File: src/rtl/nand_seq_ctrl.sv
// nand_seq_ctrl: steps vectors 0..LAST_VEC into the NAND lab block and checks e/f/g against a gate-level reference; HALT_ON_FAIL_EN stops at the first mismatch.
// Latency: SETTLE_CYC+2 cycles per vector, (LAST_VEC+1)*(SETTLE_CYC+2) cycles from first DRIVE to done.
// Backpressure: none; start is ignored while busy and only rst_n aborts a run.
module nand_seq_ctrl #(
    parameter int SETTLE_CYC = 2,
    parameter int LAST_VEC   = 15
) (
    input  logic       clk,
    input  logic       rst_n,
    input  logic       start,
    output logic       a_o,
    output logic       b_o,
    output logic       c_o,
    output logic       d_o,
    input  logic       e_i,
    input  logic       f_i,
    input  logic       g_i,
    output logic       busy,
    output logic       done,
    output logic       pass,
    output logic [4:0] err_cnt,
    output logic [3:0] first_fail,
    output logic       first_fail_vld
);

    localparam logic [2:0] ST_IDLE   = 3'd0;
    localparam logic [2:0] ST_DRIVE  = 3'd1;
    localparam logic [2:0] ST_SETTLE = 3'd2;
    localparam logic [2:0] ST_CHECK  = 3'd3;
    localparam logic [2:0] ST_DONE   = 3'd4;

    localparam logic [3:0] SETTLE_LD = 4'(SETTLE_CYC - 1);
    localparam logic [3:0] LAST_IDX  = 4'(LAST_VEC);

    logic [2:0] state;
    logic [3:0] idx;
    logic [3:0] settle_cnt;

    logic exp_e;
    logic exp_f;
    logic exp_g;
    logic mismatch;
    logic run_end;

    // Reference is taken from the driven pins, which equal idx throughout CHECK.
    always_comb begin
        exp_e    = ~(a_o & b_o);
        exp_f    = ~(c_o & d_o);
        exp_g    = ~(exp_e & exp_f);
        mismatch = (e_i != exp_e) | (f_i != exp_f) | (g_i != exp_g);
`ifdef HALT_ON_FAIL_EN
        run_end  = mismatch | (idx == LAST_IDX);
`else
        run_end  = (idx == LAST_IDX);
`endif
    end

    assign pass = done & (err_cnt == 5'd0);

    always_ff @(posedge clk or negedge rst_n) begin
        if (!rst_n) begin
            state          <= ST_IDLE;
            idx            <= 4'd0;
            settle_cnt     <= 4'd0;
            a_o            <= 1'b0;
            b_o            <= 1'b0;
            c_o            <= 1'b0;
            d_o            <= 1'b0;
            busy           <= 1'b0;
            done           <= 1'b0;
            err_cnt        <= 5'd0;
            first_fail     <= 4'd0;
            first_fail_vld <= 1'b0;
        end else begin
            case (state)
                ST_IDLE, ST_DONE: begin
                    if (start) begin
                        state          <= ST_DRIVE;
                        idx            <= 4'd0;
                        err_cnt        <= 5'd0;
                        first_fail     <= 4'd0;
                        first_fail_vld <= 1'b0;
                        busy           <= 1'b1;
                        done           <= 1'b0;
                    end
                end
                ST_DRIVE: begin
                    {d_o, c_o, b_o, a_o} <= idx;
                    settle_cnt           <= SETTLE_LD;
                    state                <= ST_SETTLE;
                end
                ST_SETTLE: begin
                    if (settle_cnt == 4'd0) begin
                        state <= ST_CHECK;
                    end else begin
                        settle_cnt <= settle_cnt - 4'd1;
                    end
                end
                ST_CHECK: begin
                    if (mismatch) begin
                        if (err_cnt != 5'd16) begin
                            err_cnt <= err_cnt + 5'd1;
                        end
                        if (!first_fail_vld) begin
                            first_fail     <= idx;
                            first_fail_vld <= 1'b1;
                        end
                    end
                    if (run_end) begin
                        state <= ST_DONE;
                        busy  <= 1'b0;
                        done  <= 1'b1;
                    end else begin
                        idx   <= idx + 4'd1;
                        state <= ST_DRIVE;
                    end
                end
                default: begin
                    state <= ST_IDLE;
                end
            endcase
        end
    end

endmodule

File: config.mk
export PLATFORM = sky130hd
export DESIGN_NAME = nand_seq_ctrl
export DESIGN_NICKNAME = d
export VERILOG_FILES = /design/src/rtl/nand_seq_ctrl.sv
export SDC_FILE = /design/constraint.sdc
export NUM_CORES = 1
export LEC_CHECK = 0
export ABC_AREA = 1
export CORE_MARGIN = 3
export CORE_UTILIZATION = 35
export CTS_CLUSTER_DIAMETER = 120
export DETAILED_ROUTE_END_ITERATION = 10
export SETUP_SLACK_MARGIN = 0.15
export SLEW_MARGIN = 5
export SYNTH_ARGS = -nofsm -noshare
export SYNTH_HDL_FRONTEND = slang
export SYNTH_SLANG_ARGS = --single-unit
export TNS_END_PERCENT = 100
File: constraint.sdc
create_clock -name clk -period 1.3 [get_ports clk]
set_input_delay 0.13 -clock clk [delete_from_list [all_inputs] [get_ports clk]]
set_output_delay 0.13 -clock clk [all_outputs]
set_load 0.02 [all_outputs]
==> results by group, run 1 <==
Outcome
  – Status: complete, but fails checks
  – Failing checks: negative setup slack

Detailed routing
  – Residual DRC: 0
  – Routed wire per std cell: 13.0 µm
  – DR vias/cell: 4.85
  – Final ANT Viol Nets: 0
  – Violation count after the first detailed-route iteration: 57
  – TritonRoute pass-1 iters: 6
  – WL final: 3.74 mm
  – Vias: 1393

Layout
  – Fin nets: 250
  – Area grow syn2layout: 52.8%
  – Diode count: 0
  – Share of layout cells above drive strength 1: 0.427
  – Fin cells: 287

Yosys
  – Syn. warnings: 0
  – Sequential fraction of the synthesis area: 0.472
  – Syn Area/Cell: 7.77 µm²
  – Syn Std Cell Area: 1430 µm²
  – Post-synthesis register bit count: 27
  – Post-Syn Nets: 194
  – Synth Instances: 184
  – Distinct cells, synth: 26

STA
  – Final Cycle Share: 1.05
  – Min Tclk post-route: 1.36 ns
  – Worst Tran Pin Value: 0.347 ns
  – Rel. slew slack: 0.768
  – Peak Freq: 0.735 GHz
  – Final worst setup slack: -0.0605 ns
  – Max Clock Skew: 0.00551 ns
  – Unrepaired setup endpoints after global routing: yes
  – Final setup viols: 10
  – Fin. max-slew vios: 0
  – Final hold vios: 0

Global routing
  – Largest net degree at the start of global routing: 28
  – First-pass GRT wire length: 6.15 mm
  – GR Overflow Total: 0
  – Total GRT Usage: 0.158
  – Initial antenna violation count: 0
  – Number of global-route vias before repair: 1376

Floorplan
  – Top Ports: 23
  – Core area: 3800 µm²
  – DIE AREA: 4890 µm²
  – Die W: 69.9 µm
  – Cell Rows: 22
  – Die extent in y: 69.9 µm
  – Initial Util: 0.376

CTS
  – Clock Root Buffer: clkbuf_8
  – Clk_lat worst skew: 0.28 ns
  – Worst-path clk slew: 0.09 ns
  – CTS buffer count: 3
  – Cts hold-fix bufs: 0
  – Clock buffer depth: 2
  – CTS tree: yes
  – H-tree depth: 1
  – Clk sink count: 27

Setup path
  – Buf/Inv on CP: 2
  – Delay-heaviest family, CP: flip-flops
  – Largest fanout on the critical path: 3
  – R2r setup slk: -0.06 ns
  – Worst path slowest cell: dfrtp_1
  – Critical path arrival: 1.53 ns
  – Most used cell, CP: buf_4
  – Critical Path RT: 1.47 ns
  – Crit path kind: reg2reg
  – Crit-path cells: buf_4 -> nor3_4 -> buf_4 -> nand3_2 -> o21ai_2 -> a21oi_1
  – CP peak stage delay: 0.42 ns
  – Setup crit start kind: register
  – CP endpoint kind: register

Placement
  – Placed Cells: 274
  – DP HPWL: 2.49 mm
  – PortBufs: 22
  – Worst slack, placed: -0.190 ns
  – RePlAce Congestion: 0.811

Min path
  – Worst min path class: in2async

Pwr
  – Worst VDD drop: 1.06 mV
  – PwrDens: 1900 nW/µm²
  – Lkg Pwr: 1.04 nW

Job
  – Max-cap violations: 0
[what timing repair did]
action / in CTS / in global routing
gates cloned: 1 / 1
setup endpoints to repair: 42 / 38
pin swaps: 13 / 9
gates resized for setup: 100 / 28
buffers inserted: 5 / 2
[kinds of logic after synthesis]
family                     Yosys count  share of synthesized area
DFF                                 27                      0.472
xor gates and xnor gates             3                     0.0184
and+or+nand+nor                    100                      0.305
AOI/OAI and AO/OA                   23                     0.0919
buffers and inverters               27                     0.0770
adders and majority gates            4                     0.0350
[state kept, by name, summed over array words and instances (netlist names), 3 cells and up]
name and cells:
err_cnt 5, first_fail 4, idx 4, settle_cnt 4, state 3
[final timing paths]
kind / startpoint / cells past startpoint / to
setup / recovery: state[0] / 6 / settle_cnt[2]
hold / removal: rst_n / 2 / err_cnt[2]
setup reg to reg: state[0] / 6 / settle_cnt[2]
hold reg to reg: first_fail[0] / 2 / first_fail[0]
max in group asynchronous: rst_n / 2 / err_cnt[1]
min in group clk: first_fail[0] / 2 / first_fail[0]
[worst reg2reg max path, delay by kind of cell, from the launching register on]
family	cells	cell delay, ns
AO/OA/AOI/OAI	2	0.19
AND/OR/NAND/NOR	2	0.33
flip-flops	1	0.42
buffers and inverters	2	0.32
[layout make-up]
| class | count | area (µm²) |
|---|---|---|
| Multi-Input combinational cell | 131 | 838 |
| Fill cell | 358 | 1610 |
| Clock buffer | 3 | 41.3 |
| Timing Repair Buffer | 53 | 459 |
| Inverter | 24 | 97.6 |
| Clock inverter | 1 | 5.00 |
| Tap cell | 48 | 60.1 |
| Sequential cell | 27 | 684 |
[metal layers]
| metal | GRT usage | vias up | part of all wire |
|---|---|---|---|
| met1 | 0.195 | 655 | 0.45 |
| met2 | 0.262 | 38 | 0.48 |
| met5 | 0 | - | 0 |
| met3 | 0.0360 | 7 | 0.047 |
| li1 | - | 693 | - |
| met4 | 0.0681 | 0 | 0.024 |
[power by group]
group | internal [mW] | switching [mW] | total [mW]
logic | 1.06 | 1.39 | 2.45
registers | 1.05 | 0.176 | 1.23
clock network | 0.215 | 0.264 | 0.480
total | 2.33 | 1.83 | 4.16
[metrics by stage]
| step | setup TNS (ns) | utilization | cell area (µm²) | total power [mW] | hold slack [ns] |
|---|---|---|---|---|---|
| floorplan | 0 | - | 1480 | 2.30 | -0.166 |
| global placement | -1.41 | 0.502 | 1910 | 2.97 | 0.456 |
| detailed placement | -1.71 | 0.502 | 1910 | 3.03 | 0.461 |
| CTS | -0.0676 | 0.556 | 2110 | 3.94 | 0.222 |
| global route | -2.13 | 0.575 | 2190 | 4.50 | 0.238 |
| finish | -0.200 | 0.575 | 2190 | 4.16 | 0.215 |
[synthesized netlist by cell type (all sizes together)]
cell / count / area share
nand4: 2 / 0.0087
nor2: 25 / 0.076
clkbuf: 1 / 0.0026
ha: 4 / 0.035
nand3: 20 / 0.070
nand2: 50 / 0.14
o21bai: 2 / 0.013
o21ai: 11 / 0.038
inv: 24 / 0.063
xor2: 2 / 0.012
nor3: 2 / 0.0070
o21a: 1 / 0.0053
xnor2: 1 / 0.0061
o22ai: 1 / 0.0044
a21oi: 8 / 0.031
buf: 2 / 0.011
dfrtp: 27 / 0.47
nand3b: 1 / 0.0053
[cell usage in the layout, fill, tap and decap left out, types with 4 or more instances in the layout]
cell,count
nor2_1,16
o21ai_1,6
nand2_4,4
clkdlybuf4s50_1,5
nor2_4,6
a21oi_2,4
inv_1,19
buf_4,20
dfrtp_1,20
o21ai_2,5
nand2_2,10
nand2_1,37
dfrtp_2,7
buf_2,6
inv_2,4
buf_6,15
nand3_1,16
(Power assumes the default switching activity.)
==> inputs of run 2 (changes only) <==
--- a/config.mk
+++ b/config.mk
@@ -10,6 +10,7 @@
 export CORE_UTILIZATION = 35
 export CTS_CLUSTER_DIAMETER = 120
 export DETAILED_ROUTE_END_ITERATION = 10
+export HOLD_SLACK_MARGIN = 0.03
 export SETUP_SLACK_MARGIN = 0.15
 export SLEW_MARGIN = 5
 export SYNTH_ARGS = -nofsm -noshare
==> results of run 2 <==
Same layout as run 1: the final DEF is identical, and so are final timing and power.
